$ cat src/rtl/decode_rat_ckpt_ring_pkg.sv
// Shared defaults and width helpers for the decode RAT checkpoint ring.
package decode_rat_ckpt_ring_pkg;

  localparam int unsigned DEF_NUM_CP   = 4;
  localparam int unsigned DEF_NUM_AREG = 32;
  localparam int unsigned DEF_FID_W    = 8;
  localparam int unsigned DEF_ROB_W    = 4;

  // Index width for n items, never narrower than one bit.
  function automatic int unsigned id_width(input int unsigned n);
    return (n < 2) ? 1 : $clog2(n);
  endfunction

endpackage

$ cat src/rtl/decode_rat_ckpt_slot.sv
// One RAT checkpoint snapshot: bulk write, fid-matched commit clear, and a
// read port that already reflects a same-cycle commit. Register 0 is not stored.
module decode_rat_ckpt_slot
  import decode_rat_ckpt_ring_pkg::*;
#(
  parameter  int unsigned NUM_AREG = DEF_NUM_AREG,
  parameter  int unsigned FID_W    = DEF_FID_W,
  parameter  int unsigned ROB_W    = DEF_ROB_W,
  localparam int unsigned AREG_W   = id_width(NUM_AREG)
) (
  input  logic                      i_clk,
  input  logic                      i_reset,
  input  logic                      i_live,
  input  logic                      i_wr_en,
  input  logic [NUM_AREG-1:0]       i_wr_valid,
  input  logic [NUM_AREG*FID_W-1:0] i_wr_fid,
  input  logic [NUM_AREG*ROB_W-1:0] i_wr_rob,
  input  logic                      i_cmt_req,
  input  logic [AREG_W-1:0]         i_cmt_areg,
  input  logic [FID_W-1:0]          i_cmt_fid,
  output logic [NUM_AREG-1:0]       o_valid,
  output logic [NUM_AREG*FID_W-1:0] o_fid,
  output logic [NUM_AREG*ROB_W-1:0] o_rob
);

  logic [NUM_AREG-1:1] r_valid;
  logic [FID_W-1:0]    r_fid [NUM_AREG-1:1];
  logic [ROB_W-1:0]    r_rob [NUM_AREG-1:1];
  logic [NUM_AREG-1:1] w_hit_wr;
  logic [NUM_AREG-1:1] w_hit_rd;
  logic                w_unused_reg0;

  assign w_unused_reg0 = ^{i_wr_valid[0], i_wr_fid[FID_W-1:0], i_wr_rob[ROB_W-1:0]};

  // Commit hits against incoming (alloc) fids and against stored fids.
  always_comb begin
    w_hit_wr = '0;
    w_hit_rd = '0;
    for (int unsigned a = 1; a < NUM_AREG; a++) begin
      w_hit_wr[a] = i_cmt_req && (i_cmt_areg == AREG_W'(a)) &&
                    (i_wr_fid[a*FID_W +: FID_W] == i_cmt_fid);
      w_hit_rd[a] = i_cmt_req && (i_cmt_areg == AREG_W'(a)) &&
                    (r_fid[a] == i_cmt_fid);
    end
  end

  always_ff @(posedge i_clk) begin
    if (i_reset) begin
      r_valid <= '0;
    end else if (i_wr_en) begin
      r_valid <= i_wr_valid[NUM_AREG-1:1] & ~w_hit_wr;
    end else if (i_live) begin
      r_valid <= r_valid & ~w_hit_rd;
    end
  end

  // Payload storage is intentionally left out of reset.
  always_ff @(posedge i_clk) begin
    if (i_wr_en) begin
      for (int unsigned a = 1; a < NUM_AREG; a++) begin
        r_fid[a] <= i_wr_fid[a*FID_W +: FID_W];
        r_rob[a] <= i_wr_rob[a*ROB_W +: ROB_W];
      end
    end
  end

  always_comb begin
    o_valid = '0;
    o_fid   = '0;
    o_rob   = '0;
    for (int unsigned a = 1; a < NUM_AREG; a++) begin
      o_valid[a]               = r_valid[a] & ~w_hit_rd[a];
      o_fid[a*FID_W +: FID_W]  = r_fid[a];
      o_rob[a*ROB_W +: ROB_W]  = r_rob[a];
    end
  end

endmodule

$ cat src/rtl/decode_rat_ckpt_ring.sv
// Age-ordered ring of RAT checkpoints: allocate at tail, release at head,
// recover to any live slot (dropping younger ones), flush drops everything.
module decode_rat_ckpt_ring
  import decode_rat_ckpt_ring_pkg::*;
#(
  parameter  int unsigned NUM_CP   = DEF_NUM_CP,
  parameter  int unsigned NUM_AREG = DEF_NUM_AREG,
  parameter  int unsigned FID_W    = DEF_FID_W,
  parameter  int unsigned ROB_W    = DEF_ROB_W,
  localparam int unsigned ID_W     = id_width(NUM_CP),
  localparam int unsigned AREG_W   = id_width(NUM_AREG),
  localparam int unsigned CNT_W    = ID_W + 1
) (
  input  logic                      i_clk,
  input  logic                      i_reset,
  input  logic                      i_flush,
  input  logic                      i_alloc_req,
  output logic                      o_alloc_ready,
  output logic [ID_W-1:0]           o_alloc_id,
  input  logic [NUM_AREG-1:0]       i_alloc_valid,
  input  logic [NUM_AREG*FID_W-1:0] i_alloc_fid,
  input  logic [NUM_AREG*ROB_W-1:0] i_alloc_rob,
  input  logic                      i_rec_req,
  input  logic [ID_W-1:0]           i_rec_id,
  output logic [NUM_AREG-1:0]       o_rec_valid,
  output logic [NUM_AREG*FID_W-1:0] o_rec_fid,
  output logic [NUM_AREG*ROB_W-1:0] o_rec_rob,
  input  logic                      i_cmt_req,
  input  logic [AREG_W-1:0]         i_cmt_areg,
  input  logic [FID_W-1:0]          i_cmt_fid,
  input  logic                      i_rel_req,
  input  logic [ID_W-1:0]           i_rel_id,
  output logic [NUM_CP-1:0]         o_cp_valid,
  output logic [CNT_W-1:0]          o_count,
  output logic                      o_full,
  output logic                      o_empty,
  output logic                      o_err
);

  logic [ID_W-1:0]   r_head;
  logic [ID_W-1:0]   r_tail;
  logic [CNT_W-1:0]  r_count;
  logic [NUM_CP-1:0] r_cp_valid;
  logic              r_err;

  logic [ID_W-1:0]   w_head_nxt;
  logic [ID_W-1:0]   w_tail_nxt;
  logic [CNT_W-1:0]  w_count_nxt;
  logic [NUM_CP-1:0] w_cp_nxt;
  logic              w_err_set;

  logic              w_full;
  logic              w_empty;
  logic              w_alloc_ready;
  logic              w_alloc_fire;
  logic              w_rec_ok;
  logic              w_rel_ok;
  logic [ID_W-1:0]   w_rec_off;
  logic [NUM_CP-1:0] w_wr_en;

  logic [NUM_AREG-1:0]       w_slot_valid [NUM_CP];
  logic [NUM_AREG*FID_W-1:0] w_slot_fid   [NUM_CP];
  logic [NUM_AREG*ROB_W-1:0] w_slot_rob   [NUM_CP];

  // Ready depends only on registered occupancy, never on a same-cycle release.
  assign w_full        = (r_count == CNT_W'(NUM_CP));
  assign w_empty       = (r_count == '0);
  assign w_alloc_ready = !w_full && !i_rec_req && !i_flush;
  assign w_alloc_fire  = i_alloc_req && w_alloc_ready;
  assign w_rec_ok      = i_rec_req && r_cp_valid[i_rec_id];
  assign w_rel_ok      = i_rel_req && !w_empty && (i_rel_id == r_head) && r_cp_valid[r_head];
  assign w_rec_off     = ID_W'(i_rec_id - r_head);

  assign w_err_set = (i_rec_req && !r_cp_valid[i_rec_id]) ||
                     (i_rel_req && (w_empty || (i_rel_id != r_head))) ||
                     (i_alloc_req && w_full);

  // Next ring state; flush wins over recover, recover over release, then alloc.
  always_comb begin
    w_head_nxt  = r_head;
    w_tail_nxt  = r_tail;
    w_count_nxt = r_count;
    w_cp_nxt    = r_cp_valid;
    if (i_flush) begin
      w_cp_nxt    = '0;
      w_count_nxt = '0;
      w_head_nxt  = r_tail;
    end else begin
      if (w_rec_ok) begin
        for (int unsigned i = 0; i < NUM_CP; i++) begin
          if (ID_W'(ID_W'(i) - r_head) >= w_rec_off) begin
            w_cp_nxt[i] = 1'b0;
          end
        end
        w_tail_nxt  = i_rec_id;
        w_count_nxt = CNT_W'(w_rec_off);
      end
      // Recovering to the head itself already empties the ring.
      if (w_rel_ok && !(w_rec_ok && (i_rec_id == r_head))) begin
        w_cp_nxt[r_head] = 1'b0;
        w_head_nxt       = ID_W'(r_head + 1'b1);
        w_count_nxt      = CNT_W'(w_count_nxt - 1'b1);
      end
      if (w_alloc_fire) begin
        w_cp_nxt[r_tail] = 1'b1;
        w_tail_nxt       = ID_W'(r_tail + 1'b1);
        w_count_nxt      = CNT_W'(w_count_nxt + 1'b1);
      end
    end
  end

  always_ff @(posedge i_clk) begin
    if (i_reset) begin
      r_head     <= '0;
      r_tail     <= '0;
      r_count    <= '0;
      r_cp_valid <= '0;
      r_err      <= 1'b0;
    end else begin
      r_head     <= w_head_nxt;
      r_tail     <= w_tail_nxt;
      r_count    <= w_count_nxt;
      r_cp_valid <= w_cp_nxt;
      r_err      <= r_err | w_err_set;
    end
  end

  for (genvar g = 0; g < NUM_CP; g++) begin : g_slot
    assign w_wr_en[g] = w_alloc_fire && (r_tail == ID_W'(g)) && !i_reset;

    decode_rat_ckpt_slot #(
      .NUM_AREG (NUM_AREG),
      .FID_W    (FID_W),
      .ROB_W    (ROB_W)
    ) u_slot (
      .i_clk      (i_clk),
      .i_reset    (i_reset),
      .i_live     (r_cp_valid[g]),
      .i_wr_en    (w_wr_en[g]),
      .i_wr_valid (i_alloc_valid),
      .i_wr_fid   (i_alloc_fid),
      .i_wr_rob   (i_alloc_rob),
      .i_cmt_req  (i_cmt_req),
      .i_cmt_areg (i_cmt_areg),
      .i_cmt_fid  (i_cmt_fid),
      .o_valid    (w_slot_valid[g]),
      .o_fid      (w_slot_fid[g]),
      .o_rob      (w_slot_rob[g])
    );
  end

  assign o_rec_valid   = w_slot_valid[i_rec_id];
  assign o_rec_fid     = w_slot_fid[i_rec_id];
  assign o_rec_rob     = w_slot_rob[i_rec_id];
  assign o_alloc_ready = w_alloc_ready;
  assign o_alloc_id    = r_tail;
  assign o_cp_valid    = r_cp_valid;
  assign o_count       = r_count;
  assign o_full        = w_full;
  assign o_empty       = w_empty;
  assign o_err         = r_err;

endmodule

$ cat config.mk
export PLATFORM = sky130hd
export DESIGN_NAME = decode_rat_ckpt_ring
export DESIGN_NICKNAME = d
export VERILOG_FILES = /design/src/rtl/decode_rat_ckpt_ring_pkg.sv /design/src/rtl/decode_rat_ckpt_slot.sv /design/src/rtl/decode_rat_ckpt_ring.sv
export SDC_FILE = /design/constraint.sdc
export NUM_CORES = 2
export LEC_CHECK = 0
export CORE_ASPECT_RATIO = 0.6
export CORE_MARGIN = 8
export CORE_UTILIZATION = 40
export CTS_CLUSTER_DIAMETER = 60
export CTS_CLUSTER_SIZE = 14
export DETAILED_ROUTE_END_ITERATION = 10
export PLACE_DENSITY = 0.66
export SYNTH_ARGS = -nofsm -noshare
export SYNTH_HDL_FRONTEND = slang
export SYNTH_SLANG_ARGS = --single-unit
$ cat constraint.sdc
create_clock -name i_clk -period 22.8 [get_ports i_clk]
set_clock_uncertainty 0.15 [all_clocks]
set_input_delay 5.7 -clock i_clk [delete_from_list [all_inputs] [get_ports i_clk]]
set_output_delay 5.7 -clock i_clk [all_outputs]
set_load 0.02 [all_outputs]
Word level (Yosys, flattened, before mapping)
Memories as Yosys holds them, arrays and structs flattened.
Index checks and enable logic that the tools add are counted.
{"block": "op_classes", "n_addsub": 9, "order_cmp": 10, "eq_ne": 193, "muxes": 51, "bitwise_logic": 264, "reduce_logical": 228}
{"cell": "8-bit == test", "n": 155}
{"cell": "256-bit binary-select mux with 2-bit select", "n": 1}
{"cell": "256-bit two-way mux", "n": 2}
{"cell": "128-bit binary-select mux with 2-bit select", "n": 1}
{"cell": "128-bit two-way mux", "n": 2}
{"cell": "31-bit two-way mux", "n": 8}
{"cell": "1-bit logical AND", "n": 208}
{"cell": "31-bit bitwise AND", "n": 5}
{"cell": "31-bit inverter", "n": 5}
{"cell": "1-bit inverter", "n": 125}
{"cell": "1-bit bitwise AND", "n": 124}
{"cell": "5-bit == test, second input constant", "n": 16}
{"cell": "32-bit binary-select mux with 2-bit select", "n": 1}
{"cell": "32-bit two-way mux", "n": 2}
{"cell": "5-bit by 4-bit == test with 1-bit output, second input constant", "n": 8}
{"cell": "5-bit by 3-bit == test with 1-bit output, second input constant", "n": 4}
{"cell": "4-bit two-way mux", "n": 5}
{"cell": "1-bit two-way mux", "n": 16}
{"cell": "3-bit two-way mux", "n": 5}
{"cell": "2-bit nonzero test", "n": 6}
{"cell": "5-bit by 2-bit == test with 1-bit output, second input constant", "n": 2}
{"cell": "2-bit by 3-bit < comparator with 1-bit output, second input constant", "n": 3}
{"cell": "2-bit greater-or-equal comparator", "n": 4}
{"cell": "2-bit two-way mux", "n": 4}
{"cell": "other kinds (27)", "n": 43}
{"block": "word_totals", "regBits": 136, "mem_bits_rw": 1488, "inputBits": 440, "output_inout_bits": 429, "n_memories": 8}
{"memory": "g_slot[0].u_slot.r_fid", "words": 31, "width": 8, "rd": 31, "rd_ports_with_merged_regs": 0, "wr": 31, "line_no": "decode_rat_ckpt_slot.sv:27", "text": "logic [FID_W-1:0] r_fid [NUM_AREG-1:1];"}
{"memory": "g_slot[1].u_slot.r_fid", "words": 31, "width": 8, "rd": 31, "rd_ports_with_merged_regs": 0, "wr": 31, "line_no": "decode_rat_ckpt_slot.sv:27"}
{"memory": "g_slot[2].u_slot.r_fid", "words": 31, "width": 8, "rd": 31, "rd_ports_with_merged_regs": 0, "wr": 31, "line_no": "decode_rat_ckpt_slot.sv:27"}
{"memory": "g_slot[3].u_slot.r_fid", "words": 31, "width": 8, "rd": 31, "rd_ports_with_merged_regs": 0, "wr": 31, "line_no": "decode_rat_ckpt_slot.sv:27"}
{"memory": "g_slot[0].u_slot.r_rob", "words": 31, "width": 4, "rd": 31, "rd_ports_with_merged_regs": 0, "wr": 31, "line_no": "decode_rat_ckpt_slot.sv:28", "text": "logic [ROB_W-1:0] r_rob [NUM_AREG-1:1];"}
{"memory": "g_slot[1].u_slot.r_rob", "words": 31, "width": 4, "rd": 31, "rd_ports_with_merged_regs": 0, "wr": 31, "line_no": "decode_rat_ckpt_slot.sv:28"}
{"memory": "2 more memories"}

Longest topological paths before layout
{"block": "logic_depth", "word_depth": 10, "ltp_mapped": 13, "ltp_nobuf": 10}

Modules after synthesis
From an unflattened synthesis, not the netlist that was laid out.
{"block": "unflattened", "cells_unflattened": 5999, "hier_area_um2": 87569.0}
{"mod": "decode_rat_ckpt_slot", "n_inst": 4, "cells_each": 1339, "area_per_inst_um2": 19157.1, "seq_area_each_um2": 11791.3}
{"mod": "decode_rat_ckpt_ring", "n_inst": 1, "cells_each": 643, "area_per_inst_um2": 10940.5, "seq_area_each_um2": 240.2}

Worst setup path before layout
Ideal clock, no wire load.
{"block": "synth_path", "path_type": "input-to-reg", "start": "input port i_flush", "end": "register, netlist name g_slot[3].u_slot.r_fid[10][0]", "setup_time_ns": 0.884, "arrival_ns": 16.799, "t_required_ns": 21.766, "setup_slack_ns": 4.968, "cell_stages": 5, "path_buffers": 3, "path_cell_list": "buf_2 -> nor4b_2 -> and3_1 -> buf_2 -> clkbuf_1"}
{"element": "start: declaration", "line_no": "decode_rat_ckpt_ring.sv:16", "text": "input logic i_flush,"}

Worst setup path in the final report
{"block": "layout_path", "start": "input port i_cmt_fid[3]", "end": "output port o_rec_valid[22]"}
{"block": "layout_via", "elab_chain_len": 7, "elab_cells_between_ends": 19}
{"element": "start: declaration", "line_no": "decode_rat_ckpt_ring.sv:30", "text": "input logic [FID_W-1:0] i_cmt_fid,"}
{"element": "8-bit == test", "line_no": "decode_rat_ckpt_slot.sv:43", "text": "(r_fid[a] == i_cmt_fid);"}
{"element": "1-bit logical AND", "line_no": "decode_rat_ckpt_slot.sv:42", "text": "w_hit_rd[a] = i_cmt_req && (i_cmt_areg == AREG_W'(a)) &&"}
{"element": "1-bit inverter", "line_no": "decode_rat_ckpt_slot.sv:72", "text": "o_valid[a] = r_valid[a] & ~w_hit_rd[a];"}
{"element": "1-bit bitwise AND", "line_no": "decode_rat_ckpt_slot.sv:72"}
{"element": "32-bit binary-select mux with 2-bit select *", "line_no": "decode_rat_ckpt_ring.sv:152", "text": "assign o_rec_valid = w_slot_valid[i_rec_id];"}
{"element": "32-bit two-way mux (not written as such) * (2 in series)", "line_no": "decode_rat_ckpt_ring.sv:152"}
{"element": "end: declaration", "line_no": "decode_rat_ckpt_ring.sv:25", "text": "output logic [NUM_AREG-1:0] o_rec_valid,"}
Every way passes the cells marked *; elsewhere a longest branch is shown, timed or not. The select of a mux whose other input is x is not followed.

==> results.cfg <==
[die]
die_w_um = 577
core_area_sq_um = 187000
start_util = 0.403
die_y_um = 352
fp-row-count = 123
die_area_sq_um = 203000
ios = 869

[synthesis]
syn_area_sq_um = 75500
async_reset_ff_frac = 0
yosysMostFrequentCell = edfxtp_1
synth-xor-area-share = 0.145
synth_adder_area_share = 0.00249
synth_seq_cells = 1624
yosysTopAreaCell = edfxtp_1
synth_cell_types = 73
synth_compound_area_frac = 0.0340
synth_edf_count = 1488
ys_seq_area_frac = 0.628
synth_top_family_by_area = XOR/XNOR gates
synth_top_cell_area_share = 0.592
yosys.area_share.simple = 0.0533
synth_commonest_cells = 1488 x edfxtp_1, 735 x xnor2_1, 511 x xor2_1, 373 x mux4_2, 240 x nand4_1
ys_warn_count = 0
synth_mux_area_frac = 0.113
synth.avg_cell_area_sq_um = 16.1
synthTopCellsByArea = edfxtp_1 59%, mux4_2 11%, xnor2_1 8.5%, xor2_1 5.9%, dfxtp_1 3.6%
syn_inst = 4696
ys.flop_type = edfxtp_1

[place]
portBuffers = 842
place_hpwl_um = 165000
dp_worst_setup_slack_ps = 7230
placed_cell_area_sq_um = 86300
gp_congestion = 0.837

[clock_network]
holdBufCountCts = 0
cts_setup_buffers = 0
clkTransAtPathRegs_ps = 60
cts_tree = yes
cts_max_level = 4
cts_root_buffer = clkbuf_16
clock-sinks = 1624
cts_resized = 0
cts_buffers = 149
clock_path_buffers = 4
clk_latency_ps = 780

[global_route]
grt_pass1_vias = 46100
grt_pass1_wl_um = 352000
grt_max_degree = 120
antenna_found_initial = 34
grt-ovfl-total = 0
grt_usage = 0.235

[layout]
syn_to_final_growth_pct = 20.1
nNetsFinal = 5914
fillers = 15800
fin_area_sq_um = 90600
drive_above_1_share = 0.122
final_core_util = 0.484

[sta]
final.setup.tns_ps = 0
hold_violations = 0
finalHoldWorstSlack_ps = 326
postLayoutSetupSlackWorst_ps = 7230
period_needed_ps = 15570
fin_crit_sh = 0.683
worst_pin_slew_ps = 1150
final_max_slew_viol_count = 0
finalSetupViolCount = 0
max_slew_margin = 0.235
grt_setup_unrepaired = no
fmax_mhz = 64.2

[setup_path]
cp.required_ps = 16950
path_delay_family = buffers and inverters
cp.arrival_ps = 9720
crit_fanout = 47
rrSetupSlack_ps = 17200
crit_top_cell = buf_4
cp_num_buf_inv = 4
crit_slowest_cell = buf_4
crit_chain = buf_8 -> buf_4 -> buf_4 -> xnor2_1 -> nand4_1 -> nor4_1 -> o32ai_1 -> a211o_1 -> clkdlybuf4s50_1
cp-end-kind = output pin
path_class = input port to output pin
startpoint_type = input port
cpPeakStageDelay_ps = 700

[routing]
vias = 46500
drt_pass1_iterations = 6
ant_nets = 0
wl_um = 249000
drc = 0
wire_per_inst_um = 30.9
drt-initial-drc-count = 5293
routed_via_density = 5.78

[power_and_ir_drop]
leakagePower_nw = 28.0
power_density_nw_per_um2 = 69.3
ir_worst_vdd_mv = 0.0501

[outcome]
status = completed

[hold_path]
hp-class = flip-flop to flip-flop

[run]
drv.max_cap_violation_count = 0
## through the flow
| stage | instances | total power, W |
|---|---|---|
| after floorplan | 4708 | 0.00368 |
| after global placement | 7808 | 0.00398 |
| after detailed placement | 7808 | 0.00398 |
| after CTS | 8036 | 0.00633 |
| after global routing | 8044 | 0.00646 |
| final | 8048 | 0.00628 |
## cells in the final DEF, fill, tap and decap left out, types with 17 or more instances in the layout
cell type	n
a21o_1	27
a31oi_1	21
a32o_1	86
buf_4	80
clkbuf_1	54
clkbuf_16	153
clkdlybuf4s50_1	831
dfxtp_1	132
edfxtp_1	1488
inv_1	58
mux4_2	373
nand2_1	195
nand3_1	24
nand4_1	240
nor4_1	169
o21ai_0	47
o32ai_1	17
xnor2_1	735
xor2_1	511
## power by group
part	switching [W]	leakage [nW]	internal [W]	total [W]
Combinational	0.000374	11.5	0.000281	0.000655
Clock	0.00111	2.06	0.00125	0.00236
Sequential	0.00000711	14.5	0.00326	0.00326
## final timing paths
check,start,end,depth (start not counted)
setup / recovery,i_cmt_fid[3],o_rec_valid[22],9
hold / removal,g_slot[0].u_slot.r_valid[18],g_slot[0].u_slot.r_valid[18],2
setup reg to reg,o_count[2],g_slot[2].u_slot.r_rob[0][15],8
hold reg to reg,g_slot[0].u_slot.r_valid[18],g_slot[0].u_slot.r_valid[18],2
## flip-flops by register name (all words and copies together) (netlist names)
register / flops
o_cp_valid: 4
g_slot.u_slot.r_rob: 496
r_head: 2
g_slot.u_slot.r_valid: 124
o_err: 1
g_slot.u_slot.r_fid: 992
o_alloc_id: 2
o_count: 3
## worst min-delay path: cells and delay by family, from the launching register on
kind / cells / cell delay (ps)
AND/OR/NAND/NOR: 1 / 50
flip-flops: 1 / 310
AO/OA/AOI/OAI: 1 / 70
## metal layers
layer | wire, um | share of wire | track usage
met3 | 23600 | 0.095 | 0.0560
met4 | 5580 | 0.022 | 0.0519
met1 | 105000 | 0.42 | 0.337
met5 | 169 | 0.00068 | 0
met2 | 114000 | 0.46 | 0.364
## final cells by class
class,instances,area (sq um),share of cell area
flip-flops and latches,1624,47400,0.523
multi-input cells,2696,26400,0.291
repair buffers,927,9170,0.101
clock buffers,208,4050,0.0446
well taps,2500,3130,0.0345
inverters,61,244,0.00269
clock inverters,20,219,0.00242
diodes,12,30.0,0.000331
## cells by family after synthesis
logic type,count (synthesis)
adder cells (fa/ha/maj),15
AND/OR/NAND/NOR,718
buffers and inverters,388
XOR/XNOR,1247
multiplexers,382
other,1
AO/OA/AOI/OAI,321
flip-flops,1624
(Power assumes the default switching activity.)
